--- src/rtl/semi_cpu_pkg.sv ---
// Shared types and constants for the instruction sequencer: FSM state
// encoding, opcode values, datapath widths and small counter helpers.
package semi_cpu_pkg;

    localparam int PC_W      = 8;
    localparam int RETIRED_W = 16;
    localparam int INSTR_W   = 32;

    localparam logic [2:0] OP_NOP  = 3'b000;
    localparam logic [2:0] OP_HALT = 3'b001;

    typedef enum logic [2:0] {
        IDLE      = 3'd0,
        FETCH     = 3'd1,
        DECODE    = 3'd2,
        EXECUTE   = 3'd3,
        WRITEBACK = 3'd4,
        HALT      = 3'd5
    } seq_state_t;

    // Increment that sticks at all-ones instead of wrapping.
    function automatic logic [RETIRED_W-1:0] sat_inc(input logic [RETIRED_W-1:0] value);
        if (value == {RETIRED_W{1'b1}}) begin
            sat_inc = value;
        end else begin
            sat_inc = value + {{(RETIRED_W-1){1'b0}}, 1'b1};
        end
    endfunction

    // NOP and HALT leave the register file untouched; every other opcode writes.
    function automatic logic op_writes_back(input logic [2:0] opcode);
        op_writes_back = (opcode != OP_NOP) && (opcode != OP_HALT);
    endfunction

endpackage

--- src/rtl/seq_counters.sv ---
// Program counter and retired-instruction counter for the sequencer.
// The PC wraps modulo 256; the retired count saturates at all-ones.
module seq_counters
    import semi_cpu_pkg::*;
(
    input  logic                 clk,
    input  logic                 rst_n,
    input  logic                 pc_inc,
    input  logic                 pc_clr,
    input  logic                 ret_inc,
    output logic [PC_W-1:0]      pc,
    output logic [RETIRED_W-1:0] retired
);

    logic [PC_W-1:0]      pc_r;
    logic [RETIRED_W-1:0] retired_r;

    // PC: cleared on restart, advanced after each writeback with natural wrap
    always_ff @(posedge clk or negedge rst_n) begin
        if (!rst_n) begin
            pc_r <= {PC_W{1'b0}};
        end else if (pc_clr) begin
            pc_r <= {PC_W{1'b0}};
        end else if (pc_inc) begin
            pc_r <= pc_r + {{(PC_W-1){1'b0}}, 1'b1};
        end else begin
            pc_r <= pc_r;
        end
    end

    // Retired count: one per completed instruction, held at the top value
    always_ff @(posedge clk or negedge rst_n) begin
        if (!rst_n) begin
            retired_r <= {RETIRED_W{1'b0}};
        end else if (ret_inc) begin
            retired_r <= sat_inc(retired_r);
        end else begin
            retired_r <= retired_r;
        end
    end

    assign pc      = pc_r;
    assign retired = retired_r;

endmodule

--- src/rtl/instr_sequencer.sv ---
// Instruction sequencer: fetches a word from instruction memory, then steps
// it through DECODE, EXECUTE and WRITEBACK, gating the decoder enable and the
// register-file write strobe. Opcode 001 stops the machine in HALT.
// Optional build macro INSTR_SEQ_TIMEOUT_EN adds a 16-cycle fetch timeout
// that raises `fault` and parks the sequencer in HALT.
module instr_sequencer
    import semi_cpu_pkg::*;
(
    input  logic                 clk,
    input  logic                 rst_n,
    input  logic                 start,
    output logic                 imem_req,
    output logic [PC_W-1:0]      imem_addr,
    input  logic                 imem_ack,
    input  logic [INSTR_W-1:0]   imem_rdata,
    output logic [INSTR_W-1:0]   instr_out,
    output logic                 dec_control,
    output logic                 wb_en,
    output logic [PC_W-1:0]      pc,
    output logic                 busy,
    output logic                 halted,
    output logic [RETIRED_W-1:0] retired
`ifdef INSTR_SEQ_TIMEOUT_EN
    ,
    output logic                 fault
`endif
);

    seq_state_t           state_r;
    seq_state_t           state_s;
    logic [INSTR_W-1:0]   instr_r;
    logic [2:0]           opcode_s;
    logic                 latch_s;
    logic                 pc_inc_s;
    logic                 pc_clr_s;
    logic                 ret_inc_s;
    logic                 imem_req_r;
    logic                 dec_control_r;
    logic                 wb_en_r;
    logic                 busy_r;
    logic                 halted_r;
    logic [PC_W-1:0]      pc_s;

`ifdef INSTR_SEQ_TIMEOUT_EN
    logic [3:0]           wait_cnt_r;
    logic                 timeout_s;
    logic                 fault_r;
`endif

    assign opcode_s = instr_r[31:29];

    // Next-state logic and counter strobes
    always_comb begin
        state_s   = state_r;
        latch_s   = 1'b0;
        pc_inc_s  = 1'b0;
        pc_clr_s  = 1'b0;
        ret_inc_s = 1'b0;
`ifdef INSTR_SEQ_TIMEOUT_EN
        timeout_s = 1'b0;
`endif
        case (state_r)
            IDLE: begin
                if (start) begin
                    state_s = FETCH;
                end else begin
                    state_s = IDLE;
                end
            end
            FETCH: begin
                if (imem_ack) begin
                    latch_s = 1'b1;
                    state_s = DECODE;
`ifdef INSTR_SEQ_TIMEOUT_EN
                end else if (wait_cnt_r == 4'hF) begin
                    timeout_s = 1'b1;
                    state_s   = HALT;
`endif
                end else begin
                    state_s = FETCH;
                end
            end
            DECODE: begin
                if (opcode_s == OP_HALT) begin
                    // HALT retires without a writeback and without moving the PC
                    ret_inc_s = 1'b1;
                    state_s   = HALT;
                end else begin
                    state_s = EXECUTE;
                end
            end
            EXECUTE: begin
                state_s = WRITEBACK;
            end
            WRITEBACK: begin
                pc_inc_s  = 1'b1;
                ret_inc_s = 1'b1;
                state_s   = FETCH;
            end
            HALT: begin
                if (start) begin
                    pc_clr_s = 1'b1;
                    state_s  = FETCH;
                end else begin
                    state_s = HALT;
                end
            end
            default: begin
                state_s = IDLE;
            end
        endcase
    end

    // State register plus outputs registered from the next state, so each
    // output is valid in the same cycle as the state it describes
    always_ff @(posedge clk or negedge rst_n) begin
        if (!rst_n) begin
            state_r       <= IDLE;
            imem_req_r    <= 1'b0;
            dec_control_r <= 1'b0;
            wb_en_r       <= 1'b0;
            busy_r        <= 1'b0;
            halted_r      <= 1'b0;
        end else begin
            state_r       <= state_s;
            imem_req_r    <= (state_s == FETCH);
            dec_control_r <= (state_s == DECODE) || (state_s == EXECUTE) ||
                             (state_s == WRITEBACK);
            // Entering WRITEBACK means we are in EXECUTE, so instr_r is stable
            wb_en_r       <= (state_s == WRITEBACK) && op_writes_back(opcode_s);
            busy_r        <= (state_s != IDLE) && (state_s != HALT);
            halted_r      <= (state_s == HALT);
        end
    end

    // Instruction latch, loaded only by an ack taken in FETCH
    always_ff @(posedge clk or negedge rst_n) begin
        if (!rst_n) begin
            instr_r <= {INSTR_W{1'b0}};
        end else if (latch_s) begin
            instr_r <= imem_rdata;
        end else begin
            instr_r <= instr_r;
        end
    end

`ifdef INSTR_SEQ_TIMEOUT_EN
    // Fetch wait counter: counts unacknowledged FETCH cycles, zero elsewhere
    always_ff @(posedge clk or negedge rst_n) begin
        if (!rst_n) begin
            wait_cnt_r <= 4'd0;
        end else if ((state_r == FETCH) && !imem_ack) begin
            wait_cnt_r <= wait_cnt_r + 4'd1;
        end else begin
            wait_cnt_r <= 4'd0;
        end
    end

    // Fault flag: set by a fetch timeout, cleared by a restart from HALT
    always_ff @(posedge clk or negedge rst_n) begin
        if (!rst_n) begin
            fault_r <= 1'b0;
        end else if (timeout_s) begin
            fault_r <= 1'b1;
        end else if (pc_clr_s) begin
            fault_r <= 1'b0;
        end else begin
            fault_r <= fault_r;
        end
    end

    assign fault = fault_r;
`endif

    seq_counters u_counters (
        .clk     (clk),
        .rst_n   (rst_n),
        .pc_inc  (pc_inc_s),
        .pc_clr  (pc_clr_s),
        .ret_inc (ret_inc_s),
        .pc      (pc_s),
        .retired (retired)
    );

    assign imem_req    = imem_req_r;
    assign imem_addr   = pc_s;
    assign pc          = pc_s;
    assign instr_out   = instr_r;
    assign dec_control = dec_control_r;
    assign wb_en       = wb_en_r;
    assign busy        = busy_r;
    assign halted      = halted_r;

endmodule

--- config.mk ---
export PLATFORM = sky130hd
export DESIGN_NAME = instr_sequencer
export DESIGN_NICKNAME = d
export VERILOG_FILES = /design/src/rtl/semi_cpu_pkg.sv /design/src/rtl/seq_counters.sv /design/src/rtl/instr_sequencer.sv
export SDC_FILE = /design/constraint.sdc
export NUM_CORES = 1
export LEC_CHECK = 0
export ABC_AREA = 1
export BUFFER_PORTS_ARGS = -buffer_cell sky130_fd_sc_hd__buf_4
export CAP_MARGIN = 20
export CELL_PAD_IN_SITES_DETAIL_PLACEMENT = 2
export CELL_PAD_IN_SITES_GLOBAL_PLACEMENT = 2
export CORE_ASPECT_RATIO = 1.2
export CORE_MARGIN = 2
export CORE_UTILIZATION = 28
export DETAILED_ROUTE_END_ITERATION = 7
export PLACE_DENSITY = 0.79
export SLEW_MARGIN = 20
export SYNTH_ARGS = -nofsm -noshare
export SYNTH_HDL_FRONTEND = slang
export SYNTH_SLANG_ARGS = --single-unit
export TNS_END_PERCENT = 1
--- constraint.sdc ---
create_clock -name clk -period 2.01 [get_ports clk]
set_input_delay 0.201 -clock clk [delete_from_list [all_inputs] [get_ports clk]]
set_output_delay 0.201 -clock clk [all_outputs]
set_load 0.05 [all_outputs]
# Word-level counts from Yosys, hierarchy flattened
# Index checks and enable logic that the tools add are counted.
[totals]
ff_bits = 64
[classes]
addsub = 2
n_reduce_logical = 10
bitwise_logic = 1
muxes = 14
eq_ne = 14
[op_table]
columns = ["op", "count"]
rows = [
  ["3-bit case mux with 6 select lines", 1],
  ["16-bit by 1-bit adder with 16-bit output, second input constant", 1],
  ["16-bit == test, second input constant", 1],
  ["8-bit two-way mux", 2],
  ["3-bit by 2-bit == test with 1-bit output, second input constant", 4],
  ["3-bit == test, second input constant", 4],
  ["3-bit by 1-bit == test with 1-bit output, second input constant", 3],
  ["8-bit by 1-bit adder with 8-bit output, second input constant", 1],
  ["1-bit two-way mux", 7],
  ["3-bit two-way mux", 2],
  ["3-bit nonzero test", 2],
  ["1-bit logical AND", 3],
  ["3-bit logical NOT", 1],
  ["3-bit by 1-bit != test with 1-bit output, second input constant", 1],
  ["3-bit != test, second input constant", 1],
  ["1-bit logical OR", 2],
  ["2-bit two-way mux", 1],
  ["1-bit case mux with 2 select lines", 1],
  ["2-bit AND reduction", 1],
  ["2-bit nonzero test", 1],
  ["1-bit NOT", 1],
]

# Longest topological paths before layout
# Gate-level depths: netlist of run 1.
[logic_depth]
ltp_word = 6
ltp_mapped = 9
depth_no_buf = 9

# Cells and area by module
# A second synthesis of run 1 with hierarchy kept.
[unflattened]
hier_cells = 381
hier_area_um2 = 3085.5
[modules_own_cells]
columns = ["mod", "instances", "cells_per_inst", "area_per_inst_um2"]
rows = [
  ["instr_sequencer", 1, 191, 1676.6],
  ["seq_counters", 1, 190, 1408.9],
]

# Worst setup path before layout of run 1
# Ideal clock, no wire load.
[synth_timing]
kind = "register to register"
startpoint = "register u_counters.retired_r[1], in the netlist u_counters.retired[1]"
endpoint = "register u_counters.retired_r[4], in the netlist u_counters.retired[4]"
setup_slack_ps = 180
stages_incl_launch_ff = 10
t_arrival_ps = 1711
period_less_slack_ps = 1830
setup_time_ps = 120
cell_sequence = "dfrtp_1 > ha_1 > inv_1 > nor2_2 > nand2_1 > nor2_2 > nor2_4 > buf_6 > nand2_1 > o21ai_2"
[synth_between]
elab_chain_cells = 3
[synth_lines]
columns = ["element", "line_no", "text"]
rows = [
  ["start, declared", "seq_counters.sv:16", "logic [RETIRED_W-1:0] retired_r;"],
  ["start signal, assigned", "seq_counters.sv:34", "retired_r <= {RETIRED_W{1'b0}};"],
  ["start signal, assigned", "seq_counters.sv:36", "retired_r <= sat_inc(retired_r);"],
  ["start signal, assigned", "seq_counters.sv:38", "retired_r <= retired_r;"],
  ["parallel branches: the longest is 3 deep, another holds 16-bit by 1-bit adder with 16-bit output", "n/a", ""],
]
# Parallel ways; which one is timed is not known.
# A chain may end at the register's enable or synchronous reset.

# Final worst setup path of run 1
[layout_timing]
startpoint = "register u_counters.retired_r[0], in the netlist u_counters.retired[0]"
endpoint = "register u_counters.retired_r[6], in the netlist u_counters.retired[6]"
# The elaborated chain is that of the path after synthesis.

==> flow_summary.json, run 1 <==
{
  "num_vias": 2880,
  "final_cell_mix": "180 x nand2_1, 108 x buf_4, 64 x dfrtp_1",
  "dieHeight_um": 119,
  "viasPerCell": 4.63,
  "dpl.cell_count": 606,
  "swShare_pct": 48.7,
  "r2r_cells": 9,
  "synth-xor-area-share_pct": 1.71,
  "cp_slowest_cell": "dfrtp_1",
  "dr.pass1.iters": 4,
  "grt_use_met1_pct": 19.8,
  "ys_seq_elements": 64,
  "cts.path.max_buffers": 2,
  "power.switching_uw": 3680,
  "nets": 526,
  "die_x_um": 99.5,
  "synth_top_area_cell": "dfrtp_1",
  "outcome": "complete, but fails checks",
  "max_slew.worst_pin.slew_ns": 0.847,
  "wl_um": 9560,
  "slowest_delay_ns": 0.42,
  "drv_slew": 0,
  "antenna_cells": 0,
  "drive_gt1_share_pct": 29.2,
  "fin_util_pct": 40.1,
  "rows": 41,
  "total_power_uw": 7560,
  "synth_top_area_share_pct": 52.3,
  "period_needed_ns": 1.73,
  "synth.distinct_cells": 25,
  "grt-busiest-layer": "met2",
  "avgRoutedWirePerCell_um": 15.4,
  "grt_overflow_total": 0,
  "grt_use_met3_pct": 5.97,
  "final_common_cell": "nand2_1",
  "globalplace.congestion": 0.748,
  "rrSetupSlack_ns": 0.28,
  "fin_skew_ns": 0.00740,
  "rsz0062_at_grt": "false",
  "grt_max_degree": 65,
  "crit_family": "simple AND/OR/NAND/NOR gates",
  "stdcell_count": 622,
  "ant_nets": 0,
  "io_pins": 105,
  "grt_pass1_vias": 3251,
  "grt_util_met2_pct": 29.9,
  "synth-simple-area-share_pct": 33.4,
  "grt_pass1_wl_um": 16300,
  "slew_headroom_pct": 43.5,
  "r2r-start": "u_counters.retired[0]",
  "syn_area_sq_um": 3060,
  "setup_violations": 0,
  "synth_top_family_by_area": "simple AND/OR/NAND/NOR gates",
  "holdWs_ns": -0.0239,
  "start_util_pct": 29.0,
  "path_buf_inv": 2,
  "area_growth_pct": 38.3,
  "drt_iter0_drc": 87,
  "syn-instance-count": 385,
  "setup_tns_ns": 0,
  "synth_area_per_cell_sq_um": 7.96,
  "cts_tree": "done",
  "maxCapViolCount": 0,
  "cellLeakagePower_uw": 0.00225,
  "core_area_sq_um": 10600,
  "cts_buffers": 9,
  "dieArea_sq_um": 11800,
  "crit_type": "flip-flop to flip-flop",
  "clk_latency_ns": 0.34,
  "power_density_nw_per_um2": 1780,
  "port-buffer-count": 104,
  "synth.area.top_cells": "dfrtp_1 52%, nand2_1 22%, nor2_1 3.9%",
  "synthMuxAreaShare_pct": 0,
  "path_cells": "ha_1 -> inv_1 -> nor2_2 -> nand2_1 -> nor2_2 -> nor2_4 -> buf_4 -> nand2_1 -> nand2_1",
  "crit_top_cell": "nand2_1",
  "drcViolationCount": 0,
  "synth_compound_area_share_pct": 4.70,
  "yosysWarnings": 0,
  "final_hold_viol_count": 37,
  "hold_buffers": 0,
  "post_cts_resized": 0,
  "cts_max_level": 3,
  "vdd_drop_max_v": 0.000854,
  "track_usage_pct": 17.4,
  "max_freq_mhz": 577,
  "syn_nets": 423,
  "worstPathArrival_ns": 1.96,
  "synth-seq-area-share_pct": 52.3,
  "postCtsSetupRepairBufs": 0,
  "p_comb_share_pct": 49.5,
  "endpoint_kind": "flip-flop",
  "r2r-end": "u_counters.retired[6]",
  "cts_sinks": 64,
  "antenna_found_initial": 0,
  "hp-class": "primary input to asynchronous set/reset pin",
  "synthAdderAreaFrac_pct": 0.817,
  "cp_max_fo": 7,
  "period_share_pct": 86.3,
  "critical_path.startpoint_type": "flip-flop",
  "power.share.sequential_pct": 28.1,
  "clkPwrFrac_pct": 22.5,
  "required_ns": 2.23,
  "hpwlAfterDp_um": 6950,
  "p_int_uw": 3880,
  "violations": "hold timing",
  "path_clk_slew_ns": 0.05,
  "root_buffer": "clkbuf_16"
}
[area by class of cell]
cell class / instances / area, sq um
fill: 1226 / 6330
sequential: 64 / 1600
multi-input combinational: 277 / 1240
timing repair buffer: 108 / 811
clock buffer: 13 / 250
tap: 129 / 161
inverter: 28 / 105
clock inverter: 3 / 65.1
[sequential cells by signal, indices dropped and copies added, names as in the netlist]
signal,cells
state_r,3
busy,1
u_counters.pc,8
instr_out,32
imem_req,1
wb_en,1
halted,1
dec_control,1
u_counters.retired,16
[worst register-to-register path, stage by stage (launching register included)]
cell and delay [ns]:
dfrtp_1 0.42, ha_1 0.30, inv_1 0.08, nor2_2 0.13, nand2_1 0.12, nor2_2 0.18
nor2_4 0.09, buf_4 0.18, nand2_1 0.07, nand2_1 0.06
[per-stage QoR]
| step | setup WS (ns) | instance area [sq um] |
|---|---|---|
| after CTS | 0.257 | 4240 |
| after detailed placement | 0.312 | 3920 |
| after floorplan | 0.180 | 3060 |
| after global placement | 0.431 | 3920 |
| after global routing | 0.127 | 4240 |
| final | 0.276 | 4240 |
[per-layer routing]
layer	routed length, um	vias to the layer above	share of wire, %
li1	-	1390	-
met1	3690	1416	39
met2	5060	64	53
met3	648	10	6.8
met4	167	0	1.7
met5	0	-	0
[how the worst max path moves through the flow]
stage                               start               endpoint  slack [ns]  cells past startpoint
floorplan           u_counters.retired[1]  u_counters.retired[4]        0.18                      9
global placement    u_counters.retired[0]  u_counters.retired[7]        0.43                      9
detailed placement  u_counters.retired[0]  u_counters.retired[5]        0.31                      9
CTS                 u_counters.retired[0]  u_counters.retired[7]        0.26                      9
global route        u_counters.retired[0]  u_counters.retired[7]        0.13                      9
finish              u_counters.retired[0]  u_counters.retired[6]        0.28                      9
[cell usage after synthesis, drive strengths merged]
library cell / number
nor3: 2
xor2: 6
o211ai: 1
a21oi: 5
nand3b: 1
nand3: 17
inv: 28
o21bai: 1
buf: 16
nand4: 5
nand2: 184
o21ai: 14
ha: 2
nor2: 38
a21boi: 1
dfrtp: 64
[power by group through the flow]
stage               clock network (uW)  registers [uW]  logic (uW)
floorplan                            0            3560        1200
finish                            1700            2120        3740
CTS                               1740            2140        3810
global route                      1790            2210        4030
detailed placement                   0            2140        3790
global placement                     0            2110        3690
[kinds of logic after synthesis]
family | Yosys count
adders and majority gates | 2
buffers and inverters | 44
DFF | 64
and+or+nand+nor | 247
AOI/OAI and AO/OA | 22
xor gates and xnor gates | 6
Power figures use the tool's default switching activity.
==> inputs of run 2 (changes only) <==
==> constraint.sdc (replaced) <==
create_clock -name clk -period 2.01 [get_ports clk]
set_input_delay 0 -clock clk [delete_from_list [all_inputs] [get_ports clk]]
set_output_delay 0 -clock clk [all_outputs]
set_load 0.05 [all_outputs]
==> run 2 against run 1 <==
Effect of this change:
- the run now ends clean
- total power grew 2.2%
- wire length up 15%
- core utilization is 3.2 points higher
- largest cell class unchanged
- die area unchanged
- sequential share of layout area fell by 2.8 points
- critical endpoint unchanged
==> flow_summary.json, run 2 (synthesized netlist as in run 1, its figures left out) <==
{
  "outcome": "completed",
  "rows": 41,
  "core_area_sq_um": 10600,
  "cts_max_level": 3,
  "final_common_cell": "nand2_1",
  "r2r-start": "u_counters.retired[0]",
  "crit_type": "flip-flop to flip-flop",
  "io_pins": 105,
  "cts.path.max_buffers": 2,
  "drv_slew": 0,
  "slew_headroom_pct": 42.6,
  "worst-path-stages": 9,
  "avgRoutedWirePerCell_um": 16.7,
  "rsz0062_at_grt": "false",
  "holdWs_ns": 0.0321,
  "hp-class": "primary input to flip-flop",
  "setup_violations": 0,
  "final_cell_mix": "180 x nand2_1, 108 x buf_4, 64 x dfrtp_1",
  "cp_slowest_cell": "dfrtp_1",
  "track_usage_pct": 19.7,
  "port-buffer-count": 104,
  "dr.pass1.iters": 4,
  "hold_buffers": 34,
  "area_growth_pct": 49.4,
  "cts_tree": "done",
  "dp_slack_ns": 0.312,
  "cts_buffers": 9,
  "globalplace.congestion": 0.748,
  "drt_iter0_drc": 97,
  "hold_path_end": "state_r[0]",
  "antenna_cells": 0,
  "r2r-end": "u_counters.retired[6]",
  "final-seq-area_sq_um": 1600,
  "path_clk_slew_ns": 0.06,
  "fin_skew_ns": 0.00679,
  "max_slew.worst_pin.slew_ns": 0.861,
  "crit_top_cell": "nand2_1",
  "required_ns": 2.23,
  "critical_path.startpoint_type": "flip-flop",
  "period_share_pct": 86.7,
  "slowest_delay_ns": 0.43,
  "multi_input_area_sq_um": 1240,
  "postCtsSetupRepairBufs": 0,
  "path_cells": "ha_1 -> inv_1 -> nor2_2 -> nand2_1 -> nor2_2 -> nor2_4 -> buf_4 -> nand2_1 -> nand2_1",
  "dieHeight_um": 119,
  "r2r_cells": 9,
  "post_cts_resized": 0,
  "wl_um": 11000,
  "period_needed_ns": 1.74,
  "setup_tns_ns": 0,
  "nets": 560,
  "grt_pass1_wl_um": 18100,
  "crit_family": "simple AND/OR/NAND/NOR gates",
  "worstPathArrival_ns": 1.97,
  "final.setup.worst_slack_ns": 0.267,
  "start_util_pct": 29.0,
  "antenna_found_initial": 0,
  "vdd_drop_max_v": 0.000771,
  "dieArea_sq_um": 11800,
  "largest_reg_flops": 32,
  "rrSetupSlack_ns": 0.27,
  "nFillCells": 1211,
  "hold_path_depth": 3,
  "cts_sinks": 64,
  "viasPerCell": 4.62,
  "cp_max_fo": 7,
  "grt_pass1_vias": 3501,
  "stdcell_area_sq_um": 4580,
  "power_density_nw_per_um2": 1690,
  "final_hold_viol_count": 0,
  "drive_gt1_share_pct": 27.3,
  "cellLeakagePower_uw": 0.00239,
  "max_freq_mhz": 574,
  "drcViolationCount": 0,
  "grt_overflow_total": 0,
  "grt_max_degree": 65,
  "clk_latency_ns": 0.34,
  "endpoint_kind": "flip-flop",
  "hpwlAfterDp_um": 6950,
  "ant_nets": 0,
  "worstHoldStart": "start",
  "placed_area_sq_um": 3920,
  "die_x_um": 99.5,
  "path_buf_inv": 2,
  "num_vias": 3028,
  "maxCapViolCount": 0,
  "root_buffer": "clkbuf_16"
}
## run 2: where the power goes
part	internal (uW)	switching (uW)
registers	1750	403
clock network	1120	597
logic	1050	2800
## run 2: area by class of cell
type                       count  share of cell area, %
multi-input combinational    277                   27.2
inverter                      28                   2.30
timing repair buffer         142                   25.1
sequential                    64                   35.0
clock inverter                 3                   1.42
tap                          129                   3.52
clock buffer                  13                   5.46
## run 2: worst max-delay path by stage
stage	startpoint	endpoint	slack (ns)
detailed placement	u_counters.retired[0]	u_counters.retired[5]	0.31
global route	u_counters.retired[0]	u_counters.retired[7]	0.13
CTS	u_counters.retired[0]	u_counters.retired[7]	0.26
global placement	u_counters.retired[0]	u_counters.retired[7]	0.43
finish	u_counters.retired[0]	u_counters.retired[6]	0.27
floorplan	u_counters.retired[1]	u_counters.retired[4]	0.18
## run 2: tightest hold or removal path, delay by kind of cell
kind | cells | cell delay (ns)
compound gates | 2 | 0.21
buf+inv | 1 | 0.09
## run 2: layer usage
| metal | share of wire, % | GRT usage [%] | routed length [um] |
|---|---|---|---|
| met1 | 37 | 21.5 | 4070 |
| met2 | 55 | 35.4 | 6010 |
| met3 | 5.7 | 5.91 | 628 |
| met4 | 2.3 | 7.45 | 247 |
| met5 | 0 | 0 | 0 |
## run 2: per-stage QoR
step	std cells	power [uW]	utilization [%]
finish	656	7730	43.3
global route	656	8160	43.3
CTS	656	7740	43.3
detailed placement	606	5930	37.1
global placement	606	5800	37.1
floorplan	385	4750	-
==> inputs of run 3 (changes only) <==
RECOVER_POWER = 100   (was unset)
==> run 3 against run 2 <==
Effect of this change:
- the run now ends with capacitance limit, slew limit left
- first-iteration DRC count down 7.2%
- core utilization shrank 2.6 points
- hold slack improved by 0.0011 ns
- maximum frequency shrank 3.3%
- wire length barely moved
- clock-buffer cell count stayed put
- flip-flop and latch count is the same
- design area decreased by 6.1%
- largest power group unchanged
==> flow_summary.json, run 3 (synthesized netlist as in run 1, its figures left out) <==
{
  "core_area_sq_um": 10600,
  "nets": 560,
  "r2r_cells": 9,
  "grt_use_met1_pct": 21.5,
  "grt-busiest-layer": "met2",
  "cts_tree": "done",
  "power.share.sequential_pct": 29.4,
  "path_clk_slew_ns": 0.06,
  "hold_path_end": "state_r[0]",
  "maxCapViolCount": 1,
  "power_density_nw_per_um2": 1690,
  "dieHeight_um": 119,
  "io_pins": 105,
  "critical_path.startpoint_type": "flip-flop",
  "dr.pass1.iters": 4,
  "r2r-start": "u_counters.retired[0]",
  "globalplace.congestion": 0.748,
  "grt_overflow_total": 0,
  "dp_slack_ns": 0.312,
  "dieArea_sq_um": 11800,
  "port-buffer-count": 104,
  "root_buffer": "clkbuf_16",
  "rows": 41,
  "hold_path_depth": 3,
  "grt_pass1_wl_um": 18100,
  "crit_type": "flip-flop to flip-flop",
  "worstHoldStart": "start",
  "grt_util_met2_pct": 35.4,
  "grt_max_degree": 65,
  "setup_tns_ns": 0,
  "period_needed_ns": 1.80,
  "required_ns": 2.23,
  "swShare_pct": 51.8,
  "track_usage_pct": 19.7,
  "die_x_um": 99.5,
  "drt_iter0_drc": 90,
  "wl_um": 11000,
  "rsz0062_at_grt": "false",
  "cts.path.max_buffers": 2,
  "final_hold_viol_count": 0,
  "p_comb_share_pct": 47.1,
  "clkPwrFrac_pct": 23.5,
  "cp_max_fo": 9,
  "violations": "capacitance limit, slew limit",
  "max_slew.worst_pin.slew_ns": 1.51,
  "postCtsSetupRepairBufs": 0,
  "endpoint_kind": "flip-flop",
  "setup_violations": 0,
  "vdd_drop_max_v": 0.000715,
  "p_int_uw": 3510,
  "antenna_found_initial": 0,
  "worstPathArrival_ns": 2.03,
  "start_util_pct": 29.0,
  "final.setup.worst_slack_ns": 0.208,
  "rrSetupSlack_ns": 0.21,
  "cts_buffers": 9,
  "max_freq_mhz": 555,
  "avgRoutedWirePerCell_um": 16.7,
  "post_cts_resized": 0,
  "outcome": "complete, but fails checks",
  "cellLeakagePower_uw": 0.00212,
  "power.switching_uw": 3770,
  "num_vias": 3028,
  "largest_reg_flops": 32,
  "slew_headroom_pct": -0.848,
  "area_growth_pct": 40.3,
  "grt_pass1_vias": 3501,
  "cts_max_level": 3,
  "drcViolationCount": 0,
  "grt_use_met3_pct": 5.91,
  "fin_skew_ns": 0.00629,
  "drv_slew": 64,
  "cts_sinks": 64,
  "period_share_pct": 89.6,
  "antenna_cells": 0,
  "hpwlAfterDp_um": 6950,
  "final_cell_mix": "181 x nand2_1, 72 x clkbuf_1, 64 x dfrtp_1",
  "clk_latency_ns": 0.34,
  "final_common_cell": "nand2_1",
  "r2r-end": "u_counters.retired[0]",
  "viasPerCell": 4.62,
  "hp-class": "primary input to flip-flop",
  "drive_gt1_share_pct": 13.3,
  "ant_nets": 0
}
run 3: changes by cell type in the layout (fill, tap and decap cells not counted), sizes merged:
cell / delta
buf: -69
clkbuf: +69
run 3: through the flow:
stage / total power, uW / util (%) / hold WS, ns / area (sq um) / std cells
2_1_floorplan: 4750 / - / -0.296 / 3060 / 385
3_3_place_gp: 5800 / 37.1 / 0.177 / 3920 / 606
3_5_place_dp: 5930 / 37.1 / 0.174 / 3920 / 606
4_1_cts: 7740 / 43.3 / 0.0336 / 4580 / 656
5_1_grt: 7720 / 40.7 / 0.0605 / 4300 / 656
6_report: 7280 / 40.7 / 0.0332 / 4300 / 656
run 3: power groups by stage:
stage / clock network, uW / logic, uW / registers (uW)
after CTS: 1740 / 3860 / 2140
after global placement: 0 / 3690 / 2110
final: 1710 / 3430 / 2140
after floorplan: 0 / 1200 / 3560
after global routing: 1810 / 3700 / 2210
after detailed placement: 0 / 3790 / 2140
run 3: worst max path at each step:
stage	start	end	slack [ns]	cells past startpoint
6_report	u_counters.retired[0]	u_counters.retired[0]	0.21	9
2_1_floorplan	u_counters.retired[1]	u_counters.retired[4]	0.18	9
3_5_place_dp	u_counters.retired[0]	u_counters.retired[5]	0.31	9
5_1_grt	u_counters.retired[0]	u_counters.retired[0]	0.07	9
3_3_place_gp	u_counters.retired[0]	u_counters.retired[7]	0.43	9
4_1_cts	u_counters.retired[0]	u_counters.retired[7]	0.26	9
run 3: cell type report:
type,instances,area [sq um]
fillers,1262,6270
flip-flops and latches,64,1600
multi-input cells,277,1230
repair buffers,142,890
clock buffers,13,250
well taps,129,161
inverters,28,105
clock inverters,3,65.1
run 3: what timing repair did:
action                                  CTS  global route
endpoints found under the setup margin    0             0
endpoints found under the hold margin    97             0
hold buffers                             34             0
run 3: per-layer routing:
metal,share of wire (%),wire [um]
met1,37,4060
met2,55,6020
met3,5.7,626
met4,2.2,246
met5,0,0
run 3: worst max-delay path: stages, from the launching register on:
cell and delay, ns:
dfrtp_1 0.43, ha_1 0.29, inv_1 0.09, nor2_2 0.05
nand2_1 0.11, nor2_1 0.08, nor2_2 0.31, inv_2 0.17
nand2_1 0.11, nand2_1 0.05
